===== config.mk =====
export PLATFORM = sky130hd
export DESIGN_NAME = lsu_ctrl
export DESIGN_NICKNAME = d
export VERILOG_FILES = /design/src/rtl/lsu_ctrl_pkg.sv /design/src/rtl/lsu_ctrl_load_ext.sv /design/src/rtl/lsu_ctrl.sv
export SDC_FILE = /design/constraint.sdc
export NUM_CORES = 1
export LEC_CHECK = 0
export BUFFER_PORTS_ARGS = -buffer_cell sky130_fd_sc_hd__buf_2
export CELL_PAD_IN_SITES_DETAIL_PLACEMENT = 1
export CELL_PAD_IN_SITES_GLOBAL_PLACEMENT = 1
export CORE_MARGIN = 5
export CORE_UTILIZATION = 30
export DETAILED_ROUTE_END_ITERATION = 8
export PLACE_DENSITY_LB_ADDON = 0.2
export SLEW_MARGIN = 20
export SYNTH_ARGS = -nofsm -noshare
export SYNTH_HDL_FRONTEND = slang
export SYNTH_SLANG_ARGS = --single-unit

===== constraint.sdc =====
create_clock -name clk -period 5.7 [get_ports clk]
set_input_delay 1.14 -clock clk [delete_from_list [all_inputs] [get_ports clk]]
set_output_delay 1.14 -clock clk [all_outputs]
set_load 0.1 [all_outputs]

===== src/rtl/lsu_ctrl_pkg.sv =====
// lsu_ctrl_pkg: bus structs, funct3 codes, address limits and FSM states for the load/store unit
package lsu_ctrl_pkg;

    typedef struct packed {
        logic [31:0] dbus_addr;
        logic [31:0] dbus;
        logic        wr_en;
        logic        rd_en;
        logic        sel;
    } type_lsu2module_data_s;

    typedef struct packed {
        logic [31:0] rd_data;
    } type_module2lsu_s;

    localparam logic [2:0] F3_B  = 3'b000;
    localparam logic [2:0] F3_H  = 3'b001;
    localparam logic [2:0] F3_W  = 3'b010;
    localparam logic [2:0] F3_BU = 3'b100;
    localparam logic [2:0] F3_HU = 3'b101;

    // Highest byte address at which a full word still fits inside the 2 KiB data memory.
    localparam logic [10:0] DMEM_TOP = 11'h7FC;

    typedef enum logic {
        IDLE   = 1'b0,
        RMW_WR = 1'b1
    } type_lsu_state_e;

endpackage


===== src/rtl/lsu_ctrl_load_ext.sv =====
// lsu_load_ext: sign/zero-extends the lane-0 byte or half of a raw read word according to funct3
//   funct3  in  3   load width/sign code
//   raw     in  32  word returned by the slave, addressed byte in lane 0
//   data    out 32  extended load result
module lsu_load_ext
    import lsu_ctrl_pkg::*;
(
    input  logic [2:0]  funct3,
    input  logic [31:0] raw,
    output logic [31:0] data
);

    always_comb begin
        data = funct3 == F3_B  ? {{24{raw[7]}}, raw[7:0]} :
               funct3 == F3_H  ? {{16{raw[15]}}, raw[15:0]} :
               funct3 == F3_BU ? {24'h0, raw[7:0]} :
               funct3 == F3_HU ? {16'h0, raw[15:0]} :
               funct3 == F3_W  ? raw : 32'h0;
    end

endmodule


===== src/rtl/lsu_ctrl.sv =====
// lsu_ctrl: routes memory-stage loads/stores to Data_Mem or the UART, extends load data and does sub-word DMEM stores by read-modify-write
//   clk, rst_n                      clock, asynchronous active-low reset
//   req_valid, is_load, is_store    memory-stage request
//   funct3, addr, store_data        width/sign code, byte address, rs2 value
//   load_data                       extended load result (combinational)
//   stall                           holds the pipeline during the read half of a sub-word store
//   access_fault                    illegal width code or out-of-range DMEM word
//   lsu2dmem_data / dmem2lsu_data   Data_Mem request / read data
//   lsu2uart_data / uart2lsu_data   UART request / read data
module lsu_ctrl
    import lsu_ctrl_pkg::*;
(
    input  logic                  clk,
    input  logic                  rst_n,
    input  logic                  req_valid,
    input  logic                  is_load,
    input  logic                  is_store,
    input  logic [2:0]            funct3,
    input  logic [31:0]           addr,
    input  logic [31:0]           store_data,
    output logic [31:0]           load_data,
    output logic                  stall,
    output logic                  access_fault,
    output type_lsu2module_data_s lsu2dmem_data,
    input  type_module2lsu_s      dmem2lsu_data,
    output type_lsu2module_data_s lsu2uart_data,
    input  type_module2lsu_s      uart2lsu_data
);

    type_lsu_state_e state, state_nx;
    logic [31:0] wbuf, wbuf_nx;
    logic [10:0] addr_q, addr_q_nx;
    logic [31:0] dmem_ext, uart_ext;
    logic        to_uart, bad_f3, bad_range, fault, active, sub_word;

    lsu_load_ext u_dmem_ext (.funct3(funct3), .raw(dmem2lsu_data.rd_data), .data(dmem_ext));
    lsu_load_ext u_uart_ext (.funct3(funct3), .raw(uart2lsu_data.rd_data), .data(uart_ext));

    assign to_uart   = addr[31];
    assign bad_f3    = funct3 == 3'b011 || funct3[2:1] == 2'b11 || (is_store && funct3 > F3_W);
    assign bad_range = !to_uart && addr[10:0] > DMEM_TOP;
    // Requests are only decoded in IDLE; in RMW_WR the held inputs still belong to the store being finished.
    assign fault     = state == IDLE && req_valid && (is_load || is_store) && (bad_f3 || bad_range);
    assign active    = state == IDLE && req_valid && (is_load || is_store) && !fault;
    assign sub_word  = active && is_store && !to_uart && funct3 != F3_W;

    always_ff @(posedge clk or negedge rst_n) begin
        if (!rst_n) begin
            state  <= IDLE;
            wbuf   <= '0;
            addr_q <= '0;
        end else begin
            state  <= state_nx;
            wbuf   <= wbuf_nx;
            addr_q <= addr_q_nx;
        end
    end

    always_comb begin
        state_nx      = IDLE;
        wbuf_nx       = wbuf;
        addr_q_nx     = addr_q;
        lsu2dmem_data = '0;
        lsu2uart_data = '0;
        load_data     = 32'h0;
        stall         = 1'b0;
        access_fault  = fault;
        if (state == RMW_WR) begin
            lsu2dmem_data.dbus_addr = {21'h0, addr_q};
            lsu2dmem_data.dbus      = wbuf;
            lsu2dmem_data.wr_en     = 1'b1;
            lsu2dmem_data.sel       = 1'b1;
        end else if (active) begin
            stall     = sub_word;
            load_data = !is_load ? 32'h0 : to_uart ? uart_ext : dmem_ext;
            if (to_uart) begin
                lsu2uart_data.dbus_addr = addr;
                lsu2uart_data.dbus      = is_store ? store_data : 32'h0;
                lsu2uart_data.wr_en     = is_store;
                lsu2uart_data.rd_en     = is_load;
                lsu2uart_data.sel       = 1'b1;
            end else begin
                // A sub-word store reads the whole word now and writes the merged word next cycle.
                lsu2dmem_data.dbus_addr = addr;
                lsu2dmem_data.dbus      = is_store && !sub_word ? store_data : 32'h0;
                lsu2dmem_data.wr_en     = is_store && !sub_word;
                lsu2dmem_data.rd_en     = is_load || sub_word;
                lsu2dmem_data.sel       = 1'b1;
            end
            if (sub_word) begin
                state_nx  = RMW_WR;
                addr_q_nx = addr[10:0];
                wbuf_nx   = funct3 == F3_B ? {dmem2lsu_data.rd_data[31:8], store_data[7:0]}
                                           : {dmem2lsu_data.rd_data[31:16], store_data[15:0]};
            end
        end
    end

endmodule

==> flow_summary.json <==
{
  "outcome": "finished clean",
  "routedWlPerCell_um": 18.9,
  "ios": 304,
  "ys_seq_area_share_pct": 27.6,
  "synth_seq_cells": 44,
  "path_clk_slew_ps": 60,
  "r2r_slack_ps": 2790,
  "coreArea_mm2": 0.0131,
  "max-vdd-ir-drop_uv": 114,
  "crit_cells": 6,
  "viasPerCell": 4.97,
  "routed_wl_mm": 17.5,
  "hold_path.class": "flop to flop",
  "die_y_um": 125,
  "finalSetupTns_ps": 0,
  "max_freq_mhz": 208,
  "hpwl_mm": 14.0,
  "grt_pass1_wl_mm": 27.2,
  "period_share_pct": 84.2,
  "setup_violations": 0,
  "routed-wl-met2_mm": 8.72,
  "cts_resized": 0,
  "power_mw": 1.29,
  "drt_iter0_markers": 125,
  "fillers": 1698,
  "relSlewSlack_pct": 35.8,
  "ys_warn_count": 0,
  "hold_violations": 0,
  "numPortBuffers": 302,
  "grt_usage_pct": 21.1,
  "path_cells": "buf_2, o21ai_1, nand2_1, or4b_1, a221oi_1, buf_2",
  "dp_cells": 915,
  "grt_max_degree": 52,
  "post_cts_buffers": 0,
  "critical_path_class": "input pin to output port",
  "cts_inserted_buffers": 5,
  "max_cap_violations": 0,
  "antenna_cells": 0,
  "top_layer_used": "met4",
  "syn_avg_cell_area_um2": 8.38,
  "worstSetupStartpointType": "input pin",
  "drive_above_1_share_pct": 50.9,
  "cp-startpoint": "funct3[0]",
  "pwr_density_cell_mw_per_mm2": 227,
  "met3WireLength_mm": 1.10,
  "worst_pin_slew_ps": 962,
  "antenna_found_initial": 0,
  "cts_tree": "done",
  "period_needed_ps": 4800,
  "fin_nets": 882,
  "rows": 42,
  "synthFlopType": "dfrtp_1",
  "grt_pass1_vias": 4788,
  "vias": 4583,
  "r2r-start": "state$_DFF_PN0_",
  "die_x_um": 125,
  "maxSlewViolCount": 0,
  "gp_congestion": 0.898,
  "worstReg2RegEnd": "wbuf[23]$_DFFE_PN0P_",
  "fin_cells": 923,
  "dieArea_mm2": 0.0157,
  "cp_slowest_stage_delay_ps": 920,
  "cpMostUsedCell": "buf_2",
  "detail-route-antenna-nets": 0,
  "path_delay_family": "simple AND/OR/NAND/NOR gates",
  "dr.pass1.iters": 4,
  "netlist_instances": 477,
  "syn2layout_area_growth_pct": 42.0,
  "htreeDepth": 2,
  "end_kind": "output port",
  "required_ps": 4560,
  "critPathCapture": "load_data[9]",
  "p_leak_nw": 3.18,
  "setup_ws_ps": 902,
  "worstPathArrival_ps": 3660,
  "rsz0062_at_grt": "false",
  "insertion_delay_ps": 280,
  "clock_sinks": 44,
  "synth.cell_area_mm2": 0.00400,
  "synth_nets": 613,
  "pre_cts_slack_ps": 920,
  "cts_root_buf": "clkbuf_16",
  "crit_buf_inv": 2,
  "path_max_fanout": 41,
  "routedLengthMet1_mm": 7.55,
  "hold_buffers": 0,
  "drc": 0,
  "reg2regPathDepth": 6,
  "synth-edff-count": 0,
  "cts.path.max_buffers": 2,
  "synth_cell_type_count": 37,
  "hold_slack_ps": 513,
  "grt-ovfl-total": 0,
  "cpMaxStageDelayCell": "or4b_1",
  "async_flop_share_pct": 100,
  "initial_core_util_pct": 30.4,
  "fin_skew_ps": 4.74
}
cells in the mapped netlist, types with 2 or more instances:
cell type  count  share of area (%)
o22ai_1        8                1.3
and2_1        34                5.3
nand2_1       69                6.5
inv_1          5               0.47
nor2_1        19                1.8
dfrtp_1       44                 28
a22o_1        27                5.9
buf_12         4                2.0
mux2_4        39                 15
a21oi_1       22                2.8
nand2b_1       2               0.31
mux2_2        12                3.4
or2_2          2               0.31
nor2b_1       33                5.2
buf_4          2               0.38
and3_1        36                5.6
clkbuf_1      31                2.9
nand4_1        3               0.47
nor3_1         4               0.50
buf_2          9                1.1
a221oi_1       8                1.8
o21ai_0       48                6.0
buf_6          2               0.56
cells in the final DEF (no fill, tap or decap), types with 2 or more instances in the layout:
cell,Yosys,routed
a22o_1,27,27
dfrtp_1,44,43
clkinvlp_4,0,2
nand2b_1,2,2
or2_2,2,2
a221oi_1,8,6
buf_2,9,301
o22ai_1,8,8
nand2_1,69,69
clkbuf_16,0,5
a221oi_2,0,2
nor2b_1,33,33
nor3_1,4,4
o21ai_0,48,48
and2_1,34,34
inv_1,5,5
nand4_1,3,3
nor2_1,19,19
mux2_4,39,39
buf_4,2,9
mux2_2,12,12
and3_1,36,36
a21oi_1,22,22
state kept, by name (all words and copies together), names as in the netlist:
register and count:
wbuf 32, addr_q 11, state 1
area by class of cell:
class	instances	area, um^2	share of cell area (%)
Tap cell	176	220	3.88
Timing Repair Buffer	310	1570	27.7
Clock inverter	3	23.8	0.419
Inverter	5	18.8	0.331
Clock buffer	5	125	2.21
Multi-Input combinational cell	380	2610	46.0
Sequential cell	44	1100	19.4
power by group:
| group | total [mW] | switching, mW | internal [mW] | leakage [nW] |
|---|---|---|---|---|
| Combinational | 0.548 | 0.351 | 0.197 | 2.58 |
| Clock | 0.284 | 0.121 | 0.163 | 0.0660 |
| Sequential | 0.456 | 0.0565 | 0.400 | 0.534 |
metrics by stage:
step	cell area (um^2)	utilization [%]
after floorplan	4010	-
after global placement	5520	42.0
after detailed placement	5520	42.0
after CTS	5670	43.2
after global routing	5670	43.2
final	5670	43.2
routing by layer:
metal | global-route usage, % | vias to the layer above
li1 | - | 2204
met4 | 2.61 | 0
met2 | 37.4 | 175
met1 | 26.9 | 2197
met3 | 4.90 | 7
met5 | 0 | -
worst min path at each step:
stage / from / to / cells past startpoint
after global routing: wbuf[0]$_DFFE_PN0P_ / wbuf[0]$_DFFE_PN0P_ / 1
after global placement: wbuf[26]$_DFFE_PN0P_ / wbuf[26]$_DFFE_PN0P_ / 1
after CTS: addr_q[0]$_DFFE_PN0P_ / addr_q[0]$_DFFE_PN0P_ / 1
after floorplan: wbuf[23]$_DFFE_PN0P_ / wbuf[23]$_DFFE_PN0P_ / 1
final: addr_q[0]$_DFFE_PN0P_ / addr_q[0]$_DFFE_PN0P_ / 1
after detailed placement: wbuf[22]$_DFFE_PN0P_ / wbuf[22]$_DFFE_PN0P_ / 1
cells by family after synthesis:
logic type	after synthesis	synth area share [%]
and+or+nand+nor	211	28.4
AOI/OAI and AO/OA	117	18.5
buffers and inverters	53	7.45
muxes	51	18.0
DFF	44	27.6
other	1	0.0939
No activity file was read; power rests on OpenSTA's default activity.
